**config.mk**
```make
export PLATFORM = sky130hd
export DESIGN_NAME = queue_expand_node
export DESIGN_NICKNAME = d
export VERILOG_FILES = /design/src/rtl/pathfinding_pkg.sv /design/src/rtl/expand_relax_calc.sv /design/src/rtl/queue_expand_node.sv
export SDC_FILE = /design/constraint.sdc
export NUM_CORES = 2
export LEC_CHECK = 0
export CORE_AREA = 2 2 555 557
export DETAILED_ROUTE_END_ITERATION = 12
export DIE_AREA = 0 0 557 559
export GPL_ROUTABILITY_DRIVEN = 0
export PLACE_DENSITY = 0.36
export SLEW_MARGIN = 10
export SYNTH_ARGS = -nofsm -noshare
export SYNTH_HDL_FRONTEND = slang
export SYNTH_HIERARCHICAL = 1
export SYNTH_SLANG_ARGS = --single-unit
```
**constraint.sdc**
```tcl
create_clock -name clk -period 13.7 [get_ports clk]
set_clock_uncertainty 0.1 [all_clocks]
set_input_delay 2.74 -clock clk [delete_from_list [all_inputs] [get_ports clk]]
set_output_delay 2.74 -clock clk [all_outputs]
set_load 0.01 [all_outputs]
```
**src/rtl/pathfinding_pkg.sv**
```systemverilog
// Shared pathfinding types: node records, special node ids, queue address width
// and the expansion FSM state encoding.
package pathfinding_pkg;

  localparam int QADDR_W   = 7;
  localparam int NUM_CHILD = 6;

  localparam logic [15:0] NODE_NONE     = 16'd0;
  localparam logic [15:0] NODE_SENTINEL = 16'd800;
  localparam logic [15:0] COST_MAX      = 16'hFFFF;

  typedef struct packed {
    logic [15:0] x_pos;
    logic [15:0] y_pos;
  } map_node;

  typedef struct packed {
    logic [15:0]                 node_id;
    logic [15:0]                 parent_node_id;
    logic [15:0]                 current_cost;
    map_node                     loc;
    logic [NUM_CHILD-1:0][15:0]  child_id;
    logic [NUM_CHILD-1:0][15:0]  distance;
  } node_info;

  localparam int NODE_W = $bits(node_info);

  typedef enum logic [3:0] {
    S_IDLE,
    S_LATCH,
    S_SLOT,
    S_MAP_ADDR,
    S_MAP_WAIT,
    S_MAP_READ,
    S_FIND,
    S_WAIT_FIND,
    S_DECIDE,
    S_WRITE,
    S_DONE
  } expand_state_t;

  function automatic logic [15:0] sat_add16(input logic [15:0] a, input logic [15:0] b);
    logic [16:0] sum;
    sum = {1'b0, a} + {1'b0, b};
    return sum[16] ? COST_MAX : sum[15:0];
  endfunction

  function automatic logic is_empty_slot(input logic [15:0] id);
    return (id == NODE_NONE) || (id == NODE_SENTINEL);
  endfunction

endpackage

```
**src/rtl/expand_relax_calc.sv**
```systemverilog
// Edge relaxation for one child: saturating path cost and the insert/update/drop
// decision against the queue state.
module expand_relax_calc
  import pathfinding_pkg::*;
#(
  parameter int MAX_NODES = 100
) (
  input  logic [15:0]        cur_cost,
  input  logic [15:0]        distance,
  input  logic               queued,
  input  logic [15:0]        queued_cost,
  input  logic [QADDR_W-1:0] tail,
  output logic [15:0]        new_cost,
  output logic               do_write,
  output logic               use_tail,
  output logic               overflow_hit
);

  localparam logic [QADDR_W-1:0] TAIL_LIMIT = QADDR_W'(MAX_NODES);

  // NOTE: every output gets a default before the branches so no latch is inferred.
  always_comb begin
    new_cost     = sat_add16(cur_cost, distance);
    do_write     = 1'b0;
    use_tail     = 1'b0;
    overflow_hit = 1'b0;
    if (queued) begin
      // Strictly cheaper only: a tie keeps the entry already in the queue.
      do_write = (new_cost < queued_cost);
    end else if (tail < TAIL_LIMIT) begin
      do_write = 1'b1;
      use_tail = 1'b1;
    end else begin
      overflow_hit = 1'b1;
    end
  end

endmodule

```
**src/rtl/queue_expand_node.sv**
```systemverilog
// Expands the current min-cost node: fetches each child, asks queue_child whether it
// is queued, relaxes the edge and writes the queue RAM. Option: QUEUE_EXPAND_PARENT_SKIP_EN.
module queue_expand_node
  import pathfinding_pkg::*;
#(
  parameter int MAX_NODES = 100
) (
  input  logic               clk,
  input  logic               reset,
  input  logic               start,
  input  logic [NODE_W-1:0]  current_node,
  input  logic [QADDR_W-1:0] tail_in,
  output logic [15:0]        map_rd_address,
  input  logic [NODE_W-1:0]  map_rd_data,
  output logic               find_child,
  output logic [NODE_W-1:0]  child_node,
  input  logic               child_done,
  input  logic               child_queued,
  input  logic [QADDR_W-1:0] child_address,
  input  logic [NODE_W-1:0]  child_from_queue,
  output logic               wr_en,
  output logic [QADDR_W-1:0] wr_address,
  output logic [NODE_W-1:0]  wr_data,
  output logic               busy,
  output logic               done,
  output logic [QADDR_W-1:0] tail_out,
  output logic               overflow
);

  localparam logic [2:0] LAST_IDX = 3'(NUM_CHILD);

  expand_state_t      state;
  logic [2:0]         idx;
  logic [QADDR_W-1:0] tail;

  node_info           cur;
  node_info           q_entry;
  logic               q_queued;
  logic [QADDR_W-1:0] q_addr;

  logic [15:0]        slot_id;
  logic               skip_slot;
  logic [15:0]        new_cost;
  logic               do_write;
  logic               use_tail;
  logic               overflow_hit;
  node_info           patched;

  logic               unused_cur;
  assign unused_cur = ^{cur.loc, cur.parent_node_id};

  assign slot_id = cur.child_id[idx];

  always_comb begin
    skip_slot = is_empty_slot(slot_id);
`ifdef QUEUE_EXPAND_PARENT_SKIP_EN
    if (slot_id == cur.parent_node_id) skip_slot = 1'b1;
`endif
  end

  expand_relax_calc #(.MAX_NODES(MAX_NODES)) u_relax (
    .cur_cost     (cur.current_cost),
    .distance     (cur.distance[idx]),
    .queued       (q_queued),
    .queued_cost  (q_entry.current_cost),
    .tail         (tail),
    .new_cost     (new_cost),
    .do_write     (do_write),
    .use_tail     (use_tail),
    .overflow_hit (overflow_hit)
  );

  // Only the parent link and the cost change; every other field passes through.
  always_comb begin
    patched                = q_queued ? q_entry : node_info'(child_node);
    patched.parent_node_id = cur.node_id;
    patched.current_cost   = new_cost;
  end

  // NOTE: pure datapath registers carry no reset; they are always loaded before use.
  always_ff @(posedge clk) begin
    if (state == S_IDLE && start) cur <= node_info'(current_node);
    if (state == S_WAIT_FIND && child_done) begin
      q_queued <= child_queued;
      q_addr   <= child_address;
      q_entry  <= node_info'(child_from_queue);
    end
  end

  // NOTE: state and registered outputs use non-blocking assignments only.
  always_ff @(posedge clk) begin
    if (reset) begin
      state          <= S_IDLE;
      idx            <= '0;
      tail           <= '0;
      map_rd_address <= '0;
      find_child     <= 1'b0;
      child_node     <= '0;
      wr_en          <= 1'b0;
      wr_address     <= '0;
      wr_data        <= '0;
      busy           <= 1'b0;
      done           <= 1'b0;
      tail_out       <= '0;
      overflow       <= 1'b0;
    end else begin
      case (state)
        S_IDLE: begin
          if (start) begin
            busy     <= 1'b1;
            overflow <= 1'b0;
            tail     <= tail_in;
            state    <= S_LATCH;
          end
        end
        S_LATCH: begin
          idx   <= '0;
          state <= S_SLOT;
        end
        S_SLOT: begin
          if (idx == LAST_IDX) begin
            done     <= 1'b1;
            busy     <= 1'b0;
            tail_out <= tail;
            state    <= S_DONE;
          end else if (skip_slot) begin
            idx <= idx + 3'd1;
          end else begin
            map_rd_address <= slot_id;
            state          <= S_MAP_ADDR;
          end
        end
        S_MAP_ADDR: state <= S_MAP_WAIT;
        // Map memory has two cycles of read latency after the address changes.
        S_MAP_WAIT: state <= S_MAP_READ;
        S_MAP_READ: begin
          child_node <= map_rd_data;
          find_child <= 1'b1;
          state      <= S_FIND;
        end
        S_FIND: begin
          find_child <= 1'b0;
          state      <= S_WAIT_FIND;
        end
        S_WAIT_FIND: begin
          if (child_done) state <= S_DECIDE;
        end
        S_DECIDE: begin
          if (do_write) begin
            wr_en      <= 1'b1;
            wr_address <= use_tail ? tail : q_addr;
            wr_data    <= patched;
            if (use_tail) tail <= tail + 7'd1;
          end
          if (overflow_hit) overflow <= 1'b1;
          state <= S_WRITE;
        end
        S_WRITE: begin
          wr_en <= 1'b0;
          idx   <= idx + 3'd1;
          state <= S_SLOT;
        end
        S_DONE: begin
          done  <= 1'b0;
          state <= S_IDLE;
        end
        default: state <= S_IDLE;
      endcase
    end
  end

endmodule

```
* Word level (Yosys, flattened, before mapping)
Cells that the tools add are included.
** Cells by class
- Reduce and logical (&&, ||, !) cells :: 22
- Mux-type cells :: 35
- $mul :: 0
- Add/subtract/negate cells :: 3
- Shifts and indexed selects :: 0
- Order comparisons :: 3
- Div/mod/pow operators :: 0
- Equal/unequal tests :: 21
- Bitwise operators :: 2
** Operator list (count)
- $mux 272 :: 1
- $bmux 16 s3 :: 2
- $mux 16 :: 3
- $pmux 4 s9 :: 1
- $mux 7 :: 4
- $add 16x16->17 :: 1
- $eq 16x10->1 const B :: 1
- $eq 4x3->1 const B :: 4
- $logic_not 16->1 :: 1
- $lt 16x16->1 :: 1
- $mux 4 :: 4
- $ne 2x2->1 const B :: 8
- $reduce_and 3->1 :: 5
- $pmux 7 s2 :: 1
- $eq 4x4->1 const B :: 3
- $mux 1 :: 11
- $pmux 1 s2 :: 5
- $reduce_bool 2->1 :: 5
- $pmux 3 s3 :: 1
- $eq 4x2->1 const B :: 2
- $reduce_and 2->1 :: 4
- $add 7x1->7 const B :: 1
- $lt 7x7->1 const B :: 1
- $mux 3 :: 2
- 12 further kinds :: 14
** Word-level totals
- Memories :: 0
- Bits in read-only memories :: 0
- RAM bits :: 0
- Bits in latches :: 0
- Output and inout bits :: 579
- Bits in registers :: 1097
- Bits of input ports :: 835

* Depth between registers and ports, before layout
- Depth in word-level cells :: 8
- Depth in mapped cells :: 26
- Mapped depth without buffers :: 21

* Modules after synthesis
The synthesis kept the hierarchy.
** Modules (own cells, without submodules)
- queue_expand_node :: area each 39171.3 um^2, sequential area each 26525.4 um^2, instances 1, cells each 3330
- expand_relax_calc :: area each 1396.3 um^2, sequential area each 0.0 um^2, instances 1, cells each 193

* Least setup slack after synthesis
No wires, ideal clock.
- Path type :: input to register
- From :: input child_done
- To :: register q_addr[0] (enable)
- Slack :: -905 ps
- Library setup time :: 895 ps
- Arrival :: 13611 ps
- Cell stages on the path :: 2
- Data required time :: 12705 ps
- Cell sequence :: inv_1 > nor2_1
** Between the ends
- Word-level cells in the longest chain between the ends :: 1
** RTL lines
- start: declaration :: line queue_expand_node.sv:17 : input logic child_done,
- $logic_and 1x1->1 :: line queue_expand_node.sv:83 : if (state == S_WAIT_FIND && child_done) begin
- end signal: assignment :: line queue_expand_node.sv:85 : q_addr <= child_address;
- end: declaration :: line queue_expand_node.sv:39 : logic [QADDR_W-1:0] q_addr;
Every way passes these cells.
A chain may end at the register's enable or synchronous reset.

* Final worst setup path
- From :: register idx[0]
- To :: register wr_data[99]
** Between the ends
- Word-level cells in the longest chain between the ends :: 7
** RTL lines
- start: declaration :: line queue_expand_node.sv:33 : logic [2:0] idx;
- start signal: assignment :: line queue_expand_node.sv:127 : idx <= idx + 3'd1;
- start signal: assignment :: line queue_expand_node.sv:160 : idx <= idx + 3'd1;
- $bmux 16 s3 :: line queue_expand_node.sv:63 : .distance (cur.distance[idx]),
- $mux 16 (implied by the code) :: line queue_expand_node.sv:63
- $add 16x16->17 :: line pathfinding_pkg.sv:44 : sum = {1'b0, a} + {1'b0, b};
- $mux 16 :: line pathfinding_pkg.sv:45 : return sum[16] ? COST_MAX : sum[15:0];
- via new_cost[7] :: line queue_expand_node.sv:43 : logic [15:0] new_cost;
- $lt 16x16->1 :: line expand_relax_calc.sv:29 : do_write = (new_cost < queued_cost);
- $mux 1 :: line expand_relax_calc.sv:27 : if (queued) begin
- via do_write :: line queue_expand_node.sv:44 : logic do_write;
- $reduce_and 2->1 (no source line)
- end signal: assignment :: line queue_expand_node.sv:152 : wr_data <= patched;
- end: declaration :: line queue_expand_node.sv:23 : output logic [NODE_W-1:0] wr_data,
The timed path passes the listed nets, and every way through them passes these cells. The select of a mux whose other input is x is not followed.

==> impl_results.md <==
- Starting DRC count in detailed routing: approximately 1.6k
- Number of buffers on the longest clock path: 4
- Number of hold violations in the final report: 0
- Crit-path slowest cell: dfxtp_4
- Length in cells of the worst reg-to-reg path: 21
- Number of fillers in the final layout: between 30k and 40k
- Crit path max fanout: 69
- Number of max-slew violations in the final report: 0
- Prevailing post-synth register cell: dfxtp_1
- Number of nets with antenna violations after detailed routing: 0
- TritonCTS clock tree: done
- Fmax: around 0.12 GHz
- Number of global-route vias before repair: 33.33k
- Yosys reg bits: 1081
- Height of the die: approximately 560 um
- Fraction of synthesized area in multiplexers: 0.08917
- Clock latency on the worst-skew pair: 0.81 ns
- Data arrival time of the critical path: 9.06 ns
- FF-to-FF setup slack: 5.23 ns
- Fin crit share: 0.6181
- Number of remaining DRC errors: 0
- Power density relative to cell area: 150.9 mW/mm^2
- Number of antenna violations at the first check in global routing: 75
- Total congestion overflow after global routing: 0
- Worst vdd ir: 0.08003 mV
- Path class of the lowest-slack min-delay path: reg2reg
- Post-synth design cell area: 0.04057 sq mm
- Multi-input gate area: 0.01295 sq mm
- Capture endpoint of the worst hold path: child_node[255]$_SDFFE_PP0P_
- Postcts setup bufs: 0
- First-pass GRT wire length: between 300000 and 400000 um
- EDFF count, synth: 488
- Share of final-layout standard cells stronger than drive strength 1: 0.06311
- FF-to-FF End: wr_data[99]$_SDFFE_PP0P_
- Setup WS post-layout: 5.232 ns
- Nets@finish: about 5.7k
- Layout overhead on the synthesized area: 56.49%
- Post-synthesis share of cell area spent on full adders, half adders and majority gates: 0.01098
- Fraction of the yosys area taken by sequential cells: 0.6539
- Via density per instance: 3.597
- Most used cell along the critical path: buf_4
- Startpoint type of the worst setup path: flip-flop
- Number of H-tree levels: 4
- # rows: 203
- Asr flop ratio synth: 0
- Leak pwr: 0.02067 uW
- Largest family of logic cells by synthesized area: compound AO/OA/AOI/OAI gates
- Number of resized instances in the post-cts repair step: 0
- Detailed Routing Iterations Pass 1: 5
- I/O pin cnt: 1414
- All-layer global routing usage: 0.1444
- Total of buffers placed on input and output ports: ~1.3k
- Clk pin slew, worst setup/hold paths: 0.06 ns
- Cells along the critical path: buf_4, mux2i_1, o21ai_0, ha_1, fa_1, a21oi_2, o2111ai_1, o2111ai_2, and3_4, nand2_1, ha_1, a21oi_1, o21ai_0, a2111oi_0, nand4_1, a22oi_1, and2_4, buf_4, buf_4, nor2_1, a211oi_1
- Min Clock Period, post-route: 8.468 ns
- Placed cell count: about 8.8k
- Floorplan die area: ~0.31 sq mm
- Critical register-to-register path startpoint: idx[0]$_SDFFE_PP0P_
- Cell at the root of the clock tree: clkbuf_16
- Cell count after synthesis: around 3.5k
- Number of standard cells in the final layout excluding fillers: approximately 9.0k
- Chip width: about 560 um
- Critical path data required time: between 10 and 15 ns
- Slew headroom: 0.2923
- Slew at the pin closest to its max-slew limit: 1.062 ns
- Final number of setup-violating endpoints: 0
- Yosys cell types: 66
- Wire length per cell after detailed routing: 25.80 um
- Number of buffers inserted during clock tree synthesis: ~150
- Max-cap violations: 0
- Simple logic cell fraction of the synthesized area: 0.1045
- Initial cell density of the core: 0.1330
- Critical path class: reg2reg
- Placed standard-cell area: 0.05862 sq mm
- Max stage delay on crit path: 0.74 ns
- Non-Filler Cell Area, Final: 0.06348 sq mm
- Result of the run: completed
- Setup TNS Final: 0 ns
- Reg area: 0.02653 sq mm
- Count of synthesis-stage warnings from yosys: 6
- Start point of the critical path: idx[0]$_SDFFE_PP0P_
- Worst-case setup slack after placement: 4.978 ns
- Core box area: 0.3050 sq mm
- Hold Crit Start: child_node[255]$_SDFFE_PP0P_
- Compound-gate portion of the synthesized area: 0.1122
- DR vias: 32.55k
- Number of instances on the worst hold path: 2
- Maximum number of pins on one net before global-route repair: 187
- Avg Synthesized Cell Area: between 10 and 15 sq um
- Syn Nets: 4393
- DRT Wirelength: 233500 um
- Post-DP HPWL: 181900 um
- Cts-stage hold buffer count: 0
- Share of the synthesized netlist area taken by xor and xnor gates: 0.001943
- Clock Sinks: around 1.1k
- RSZ-0062 raised after global routing: false
- Critical Path End Type: flip-flop
## cell usage in the layout, fill, tap and decap left out, types with 13 or more instances in the layout
cell type / n
nor2_1: 310
o21ai_0: 43
clkinv_2: 20
a21oi_1: 326
nand2_1: 666
inv_1: 29
ha_1: 34
dfxtp_1: 591
mux2i_1: 316
mux4_2: 18
diode_2: 21
a211oi_1: 259
nand3_1: 18
o22ai_1: 14
clkbuf_1: 43
clkbuf_8: 13
buf_4: 33
clkbuf_16: 151
clkdlybuf4s50_1: 1348
edfxtp_1: 488
## metal layers
| metal | track usage | part of all wire | up-vias |
|---|---|---|---|
| met4 | 0.03122 | 0.023 | 50 |
| li1 | - | - | 15217 |
| met5 | 0 | 0.0014 | - |
| met2 | 0.2505 | 0.48 | 1217 |
| met1 | 0.1625 | 0.39 | 15732 |
| met3 | 0.06192 | 0.10 | 329 |
## synthesized netlist by cell type (3+ instances only)
cell	count	area [sq um]
a211oi_1	259	1944
a21o_1	5	37.54
a21oi_1	326	1632
a22oi_1	8	60.06
a31oi_1	6	37.54
and2_1	4	25.02
and3_1	7	43.79
buf_1	8	30.03
buf_2	6	30.03
buf_4	5	37.54
buf_6	4	45.04
clkbuf_1	226	848.3
dfxtp_1	593	11870
edfxtp_1	488	14650
ha_1	34	425.4
inv_1	29	108.9
mux2_2	3	33.78
mux2i_1	316	3163
mux4_2	18	405.4
nand2_1	666	2500
nand2b_1	11	68.82
nand3_1	18	90.09
nand3b_1	3	22.52
nand4_1	10	62.56
nor2_1	311	1167
nor2b_1	7	43.79
nor3_1	9	45.04
nor4_1	3	18.77
o211a_1	11	110.1
o211ai_2	10	125.1
o21a_1	5	37.54
o21ai_0	43	215.2
o21ai_1	3	15.01
o22ai_1	14	87.58
or3_1	6	37.54
xnor2_1	4	35.03
xor2_1	5	43.79
## per-stage QoR
| step | hold slack [ns] | total power (uW) | utilization |
|---|---|---|---|
| global placement | 0.3480 | 5764 | 0.1922 |
| CTS | 0.3569 | 9820 | 0.2079 |
| global route | 0.3702 | 10070 | 0.2080 |
| finish | 0.3535 | 9582 | 0.2081 |
| detailed placement | 0.3489 | 5768 | 0.1922 |
| floorplan | 0.3664 | 4929 | - |
## registers in the layout, summed over array words and instances (netlist names)
| name | cells |
|---|---|
| child_node | 272 |
| wr_data | 272 |
| q_entry | 256 |
| cur | 224 |
| map_rd_address | 16 |
| q_addr | 7 |
| tail | 7 |
| tail_out | 7 |
| wr_address | 7 |
| state | 4 |
| idx | 3 |
| busy | 1 |
| done | 1 |
| find_child | 1 |
| overflow | 1 |
| q_queued | 1 |
| wr_en | 1 |
## report_power, final
part / switching [uW] / internal (uW)
Sequential: 177 / 3690
Combinational: 1020 / 760
Clock: 1620 / 2310
Total: 2820 / 6760
## kinds of logic (layout without fill, tap and decap cells)
kind of cell               after synthesis  after routing
other                                    0             21
AOI/OAI and AO/OA                      714            714
and+or+nand+nor                       1066           1066
buffers and inverters                  280           1685
xor gates and xnor gates                 9              9
DFF                                   1081           1081
adders and majority gates               35             35
muxes                                  338            338
## worst max path at each step
stage	to	cells past startpoint
final	wr_data[99]$_SDFFE_PP0P_	21
after global routing	wr_data[115]$_SDFFE_PP0P_	21
after CTS	wr_data[116]$_SDFFE_PP0P_	21
after detailed placement	wr_data[116]$_SDFFE_PP0P_	21
after global placement	wr_data[110]$_SDFFE_PP0P_	21
after floorplan	q_addr[0]$_DFFE_PP_	2
## area by class of cell
class / instances / share of cell area
Clock inverter: 60 / 0.01096
Inverter: 29 / 0.001715
Sequential cell: 1081 / 0.4179
Antenna cell: 21 / 0.0008278
Tap cell: 4100 / 0.08081
Multi-Input combinational cell: 2162 / 0.2040
Timing Repair Buffer: 1389 / 0.2189
Clock buffer: 207 / 0.06488
## worst max-delay path, delay by kind of cell (launching register included)
kind	cells	cell delay, ns
compound gates	9	2.83
buf+inv	3	1.70
simple gates	5	1.48
fa+ha+maj	3	1.02
flops	1	0.74
mux	1	0.26
(Power assumes the default switching activity.)
